[src/rtl/lfsr_rand_delay.sv]
// lfsr_rand_delay: Fibonacci LFSR feeding a tick-prescaled random delay timer.
// A start in IDLE draws D = MIN_DLY + low LFSR bits (clamped to MAX_DLY),
// counts D ticks of TICK_DIV clocks each, then holds ready until ack.
module lfsr_rand_delay #(
    parameter int                 WIDTH    = 16,
    parameter logic [WIDTH-1:0]   TAPS     = 16'hB400,
    parameter int                 MIN_DLY  = 500,
    parameter int                 MAX_DLY  = 5000,
    parameter int                 TICK_DIV = 50000,
    localparam int                RW       = $clog2(MAX_DLY - MIN_DLY + 1),
    localparam int                CW       = $clog2(MAX_DLY + 1)
) (
    input  logic             clk,
    input  logic             reset,
    input  logic             seed_load,
    input  logic [WIDTH-1:0] seed,
    input  logic             start,
    input  logic             abort,
    input  logic             ack,
    output logic [WIDTH-1:0] rnd,
    output logic [CW-1:0]    delay_val,
    output logic             busy,
    output logic             ready
);

    // A zero-width random field (MIN_DLY == MAX_DLY) still needs one bit to
    // slice; the clamp then pins the result to MAX_DLY anyway.
    localparam int RWS = (RW < 1) ? 1 : RW;
    localparam int PW  = (TICK_DIV > 1) ? $clog2(TICK_DIV) : 1;

    localparam logic [PW-1:0] PRE_RELOAD = PW'(TICK_DIV - 1);
    localparam logic [CW:0]   MIN_EXT    = (CW + 1)'(MIN_DLY);
    localparam logic [CW:0]   MAX_EXT    = (CW + 1)'(MAX_DLY);

    typedef enum logic [1:0] {
        IDLE  = 2'd0,
        COUNT = 2'd1,
        DONE  = 2'd2
    } state_t;

    state_t           state;
    logic [PW-1:0]    prescale;
    logic [CW-1:0]    tick_cnt;

    logic             fb;
    logic [WIDTH-1:0] rnd_next;
    logic [RWS-1:0]   raw;
    logic [CW:0]      dly_sum;
    logic [CW-1:0]    dly_clamped;

    // Next LFSR state and the candidate delay drawn from the current state.
    // NOTE: every always_comb output gets a value on every path (here by
    // unconditional assignment); a missed path would infer a latch.
    always_comb begin
        fb          = ^(rnd & TAPS);
        rnd_next    = {rnd[WIDTH-2:0], fb};
        raw         = rnd[RWS-1:0];
        // One extra bit of headroom so MIN_DLY + raw cannot wrap before the clamp.
        dly_sum     = MIN_EXT + (CW + 1)'(raw);
        dly_clamped = (dly_sum > MAX_EXT) ? MAX_EXT[CW-1:0] : dly_sum[CW-1:0];
    end

    // LFSR register: seeds on request (zero seed mapped to 1), free-runs otherwise.
    // NOTE: clocked state uses non-blocking assignments so every register
    // samples pre-edge values, independent of statement order.
    always_ff @(posedge clk) begin
        if (reset) begin
            rnd <= WIDTH'(1);
        end else if (seed_load) begin
            rnd <= (seed == '0) ? WIDTH'(1) : seed;
        end else begin
            rnd <= rnd_next;
        end
    end

    // Delay FSM with registered busy/ready; abort outranks terminal count.
    always_ff @(posedge clk) begin
        if (reset) begin
            state     <= IDLE;
            busy      <= 1'b0;
            ready     <= 1'b0;
            delay_val <= '0;
            prescale  <= '0;
            tick_cnt  <= '0;
        end else begin
            case (state)
                IDLE: begin
                    if (start) begin
                        delay_val <= dly_clamped;
                        tick_cnt  <= dly_clamped;
                        prescale  <= PRE_RELOAD;
                        state     <= COUNT;
                        busy      <= 1'b1;
                    end
                end
                COUNT: begin
                    if (abort) begin
                        state <= IDLE;
                        busy  <= 1'b0;
                    end else if (prescale == '0) begin
                        prescale <= PRE_RELOAD;
                        tick_cnt <= tick_cnt - CW'(1);
                        if (tick_cnt == CW'(1)) begin
                            state <= DONE;
                            busy  <= 1'b0;
                            ready <= 1'b1;
                        end
                    end else begin
                        prescale <= prescale - PW'(1);
                    end
                end
                DONE: begin
                    if (ack) begin
                        state <= IDLE;
                        ready <= 1'b0;
                    end
                end
                default: begin
                    state <= IDLE;
                    busy  <= 1'b0;
                    ready <= 1'b0;
                end
            endcase
        end
    end

endmodule

[config.mk]
export PLATFORM = sky130hd
export DESIGN_NAME = lfsr_rand_delay
export DESIGN_NICKNAME = d
export VERILOG_FILES = /design/src/rtl/lfsr_rand_delay.sv
export SDC_FILE = /design/constraint.sdc
export NUM_CORES = 1
export LEC_CHECK = 0
export CELL_PAD_IN_SITES_DETAIL_PLACEMENT = 1
export CELL_PAD_IN_SITES_GLOBAL_PLACEMENT = 1
export CORE_MARGIN = 3
export CORE_UTILIZATION = 40
export DETAILED_ROUTE_END_ITERATION = 8
export GPL_TIMING_DRIVEN = 0
export PLACE_DENSITY = 0.83
export SLEW_MARGIN = 20
export SYNTH_ARGS = -nofsm -noshare
export SYNTH_HDL_FRONTEND = slang
export SYNTH_SLANG_ARGS = --single-unit
export TNS_END_PERCENT = 5
[constraint.sdc]
create_clock -name clk -period 3.1 [get_ports clk]
set_input_delay 0.62 -clock clk [delete_from_list [all_inputs] [get_ports clk]]
set_output_delay 0.62 -clock clk [all_outputs]
set_load 0.01 [all_outputs]
# Word-level counts from Yosys, hierarchy flattened
# Cells that the tools add are included.
word_totals:
  ff_bits: 62
  word_cells: 61
  input_bits: 22
  out_inout_bits: 31
classes:
  order_cmp: 1
  n_bitwise: 2
  n_reduce_logical: 11
  n_eq_ne: 10
  mux: 27
  n_addsub: 3
op_table:
  columns: ["cell", "n"]
  rows:
  - ["16-bit two-way mux", 5]
  - ["13-bit two-way mux", 4]
  - ["16-bit zero test", 2]
  - ["16-bit case mux with 2 select lines", 1]
  - ["13-bit case mux with 2 select lines", 1]
  - ["16-bit parity", 1]
  - ["16-bit by 1-bit subtractor with 16-bit output, second input constant", 1]
  - ["9-bit by 13-bit adder with 14-bit output, first input constant", 1]
  - ["14-bit by 13-bit greater-than comparator with 1-bit output, second input constant", 1]
  - ["13-bit by 1-bit equality test with 1-bit output, second input constant", 1]
  - ["13-bit by 1-bit subtractor with 13-bit output, second input constant", 1]
  - ["4-bit AND reduction", 3]
  - ["2-bit two-way mux", 5]
  - ["2-bit inequality test, second input constant", 5]
  - ["1-bit two-way mux", 8]
  - ["3-bit inequality test, second input constant", 2]
  - ["1-bit case mux with 3 select lines", 2]
  - ["2-bit case mux with 3 select lines", 1]
  - ["5-bit AND reduction", 1]
  - ["3-bit AND reduction", 1]
  - ["2-bit by 1-bit equality test with 1-bit output, second input constant", 1]
  - ["2-bit equality test, second input constant", 1]
  - ["2-bit zero test", 1]
  - ["1-bit NOT", 2]
  - ["other kinds (2)", 2]

# Logic depth before layout (Yosys ltp)
logic_depth:
  ltp_word: 5
  depth_mapped: 9

# Worst setup path before layout
# Ideal clock, no wire load.
synth_timing:
  kind: "register to register"
  start: "register rnd[2]"
  end: "register tick_cnt[1]"
  setup_slack_ps: 681
  period_less_slack_ps: 2419
  path_stages_with_launch: 8
  arrival_time_ps: 2324
  required_time_ps: 3005
  cell_sequence: "dfxtp_1 ha_1 clkbuf_1 xnor2_1 or4b_2 a31oi_2 o211ai_1 a221oi_1"
synth_between:
  elab_chain_len: 5
synth_lines:
  columns: ["item", "line_no", "rtl"]
  rows:
  - ["start: declaration", "20", "output logic [WIDTH-1:0] rnd,"]
  - ["start signal: assignment", "70", "rnd <= (seed == '0) ? WIDTH'(1) : seed;"]
  - ["start signal: assignment", "72", "rnd <= rnd_next;"]
  - ["9-bit by 13-bit adder with 14-bit output", "59", "dly_sum = MIN_EXT + (CW + 1)'(raw);"]
  - ["14-bit by 13-bit greater-than comparator with 1-bit output", "60", "dly_clamped = (dly_sum > MAX_EXT) ? MAX_EXT[CW-1:0] : dly_sum[CW-1:0];"]
  - ["13-bit two-way mux", "60", null]
  - ["13-bit two-way mux", "88", "if (start) begin"]
  - ["13-bit case mux with 2 select lines", "86", "case (state)"]
  - ["end signal: assignment", "90", "tick_cnt <= dly_clamped;"]
  - ["end signal: assignment", "102", "tick_cnt <= tick_cnt - CW'(1);"]
  - ["end: declaration", "43", "logic [CW-1:0] tick_cnt;"]
# Every way passes these cells. The select of a mux whose other input is x is not followed.
# A chain may end at the register's enable or synchronous reset.

# Final worst setup path
# Same ends and word-level chain as after synthesis.

==> flow_metrics.env <==
export IMPL_status="finished clean"
export IMPL_endpoint_kind="flip-flop"
export IMPL_antenna_cells=0
export IMPL_dp_hpwl_um=7556
export IMPL_grt_use_total_pct=23.94
export IMPL_wl_per_cell_um=18.45
export IMPL_reg2reg_depth=7
export IMPL_ff2ff_setup_slack_ns=0.30
export IMPL_seqPwrFrac_pct=41.3
export IMPL_grt_pass1_vias=3383
export IMPL_cp_start_kind="flip-flop"
export IMPL_sw_frac_of_total_pct=30.80
export IMPL_post_cts_buffers=0
export IMPL_setup_violations_final=0
export IMPL_grt_overflow=0
export IMPL_maxCapViolations=0
export IMPL_switchingPower_uw=703.0
export IMPL_synthArstFlopShare_pct=0
export IMPL_totalWireLength_um=10260
export IMPL_period_share_pct=90.24
export IMPL_grt_max_degree=11
export IMPL_ys_ff_latch=62
export IMPL_insertion_delay_ns=0.35
export IMPL_synth_edf_count=0
export IMPL_synth_warning_count=0
export IMPL_ys_seq_area_share_pct=38.35
export IMPL_p_per_area_nw_per_um2=557.3
export IMPL_dieArea_um2=9207
export IMPL_ioPinCount=53
export IMPL_vias_per_cell=5.685
export IMPL_synth_top_area_cell="dfxtp_1"
export IMPL_cp_max_fo=10
export IMPL_worst_r2r_endpoint="tick_cnt[1]"
export IMPL_cts_sinks=62
export IMPL_first_pass_iters=4
export IMPL_design_core_area_um2=7807
export IMPL_synth_most_common_cell="dfxtp_1"
export IMPL_finalHoldViolations=0
export IMPL_cts_tree="built"
export IMPL_period_needed_ns=2.797
export IMPL_hold_path_startpoint="ready"
export IMPL_yosysUniqueCellTypes=54
export IMPL_cts_max_path_buffers=2
export IMPL_clkPwrFrac_pct=34.7
export IMPL_skew_ns=0.01310
export IMPL_netlist_instances=388
export IMPL_drc=0
export IMPL_port_buffer_count=50
export IMPL_antenna_found_initial=0
export IMPL_netlist_top_cells_count="dfxtp_1 (62), nor2_1 (47), a21oi_1 (36), nand2_1 (27), nor3_1 (23)"
export IMPL_netlist_area_um2=3237
export IMPL_rsz0062_at_grt="no"
export IMPL_maxSlewHeadroom_pct=49.62
export IMPL_drive_above_1_share_pct=6.608
export IMPL_htreeDepth=3
export IMPL_die_y_um=95.96
export IMPL_p_int_mw=1.580
export IMPL_postRouteAntennaNets=0
export IMPL_crit_family="compound AO/OA/AOI/OAI gates"
export IMPL_synth_area_leaders="dfxtp_1 (38%), a21oi_1 (5.6%), nor2_1 (5.5%)"
export IMPL_cts_root_buf="clkbuf_8"
export IMPL_r2r_start="rnd[2]"
export IMPL_synth_nets=416
export IMPL_syn2layout_area_growth_pct=26.56
export IMPL_cp_cell_sequence="ha_1 > clkbuf_1 > xnor2_1 > or4b_2 > a31oi_4 > o211ai_1 > a221oi_1"
export IMPL_critPathKind="reg -> reg"
export IMPL_fill_cells=947
export IMPL_power_frac_comb_pct=24.0
export IMPL_cp_slowest_stage_delay_ns=0.68
export IMPL_yosysTopAreaCellShare_pct=38.35
export IMPL_crit_buf_inv=1
export IMPL_first_iter_violations=101
export IMPL_cts_clk_slew_worst_paths_ns=0.07
export IMPL_worst_slew_pin_slew_ns=0.7440
export IMPL_holdPathEnd="ready"
export IMPL_crit_required_ns=3.36
export IMPL_avgSynthCellArea_um2=8.342
export IMPL_start_util_pct=41.46
export IMPL_vias=3161
export IMPL_critPathArrivalTime_ns=3.06
export IMPL_rows=32
export IMPL_grt_pass1_wl_um=16880
export IMPL_slowest_stage="or4b_2"
export IMPL_gp_routability_congestion=0.9154
export IMPL_ir_worst_vdd_mv=0.2542
export IMPL_whs_ns=0.4610
export IMPL_drv_slew=0
export IMPL_max_freq_ghz=0.3575
export IMPL_die_w_um=95.96
export IMPL_nets=477
export IMPL_cellLeakagePower_nw=1.467
export IMPL_fin_tns_setup_ns=0
export IMPL_holdCritPathClass="reg -> reg"
export IMPL_whs_path_depth=2
export IMPL_cts_made_buffers=9
export IMPL_synthFlopType="dfxtp_1"
## worst max path at each step
stage	startpoint	end	slack (ns)	depth (start not counted)
detailed placement	abort	tick_cnt[11]	0.15	7
finish	rnd[2]	tick_cnt[1]	0.30	7
floorplan	rnd[2]	tick_cnt[1]	0.68	7
global route	rnd[2]	tick_cnt[1]	0.06	7
CTS	rnd[2]	tick_cnt[1]	0.18	7
global placement	abort	tick_cnt[0]	0.15	7
## repair_timing
action,4_1_cts,5_1_grt
resized for setup,0,2
setup endpoints to repair,0,4
hold buffers,0,0
## area by class of cell
cell class / count / area [um^2] / share of cell area (%)
multi-input cells: 296 / 1896 / 46.27
flip-flops and latches: 62 / 1241 / 30.30
repair buffers: 50 / 500.5 / 12.22
clock buffers: 12 / 145.1 / 3.543
well taps: 102 / 127.6 / 3.115
plain buffers: 20 / 78.83 / 1.924
clock inverters: 4 / 70.07 / 1.710
inverters: 10 / 37.54 / 0.9163
## power by group through the flow
stage	clock network [mW]	registers, mW	logic [mW]
finish	0.791	0.943	0.549
floorplan	0	0.951	0.338
CTS	0.804	0.941	0.544
global route	0.847	0.952	0.607
global placement	0	0.952	0.521
detailed placement	0	0.957	0.537
## state kept, by name (all words and copies together) (netlist names)
signal / cells
ready: 1
tick_cnt: 13
state: 2
busy: 1
prescale: 16
delay_val: 13
rnd: 16
## cell usage in the layout, fill, tap and decap left out, types with 3 or more instances in the layout
master	Yosys	final
dfxtp_1	62	62
clkdlybuf4s50_1	0	50
nor2_1	47	47
a21oi_1	36	36
nand2_1	27	27
nor3_1	23	23
clkbuf_1	19	21
xnor2_1	16	16
o21ai_0	16	16
mux2i_1	15	15
nor4_1	12	12
inv_1	10	10
clkbuf_8	0	10
xor2_1	8	8
nand2b_1	7	7
o211ai_1	6	6
a311oi_1	6	6
ha_1	6	6
a31oi_1	5	5
and2_1	4	4
or3_1	4	4
and3_1	4	4
or4_1	3	3
nor2b_1	3	3
o21a_1	3	3
nand3_1	3	3
a22oi_1	3	3
## per-stage QoR
step           power [mW]  cell area (um^2)  utilization, %  setup WS (ns)  instances
2_1_floorplan       1.290              3237               -         0.6805        388
4_1_cts             2.289              4080           52.26         0.1805        556
5_1_grt             2.406              4096           52.47        0.05555        556
3_3_place_gp        1.473              3865           49.50         0.1546        540
6_report            2.283              4096           52.47         0.3026        556
3_5_place_dp        1.494              3865           49.50         0.1507        540
## per-layer routing
metal | share of wire [%] | wire length (um) | up-vias | track usage [%]
li1 | - | - | 1532 | -
met1 | 44 | 4516 | 1532 | 28.25
met2 | 49 | 5069 | 83 | 41.92
met3 | 5.1 | 524 | 14 | 6.099
met4 | 1.4 | 145 | 0 | 8.294
met5 | 0 | 0 | - | 0
## worst reg2reg max path: stages (launching register included)
cell and delay [ns]:
dfxtp_1 0.58, ha_1 0.22, clkbuf_1 0.30, xnor2_1 0.16, or4b_2 0.69, a31oi_4 0.32
o211ai_1 0.15, a221oi_1 0.29
## kinds of logic (layout without fill, tap and decap cells)
group	Yosys count	in the layout	share of synthesized area, %
simple gates	154	154	24.78
compound gates	97	97	19.83
flops	62	62	38.35
buf+inv	30	96	3.595
xor+xnor	24	24	6.494
mux	15	15	4.638
fa+ha+maj	6	6	2.319
Note: power is estimated with default switching activity, not from simulation.
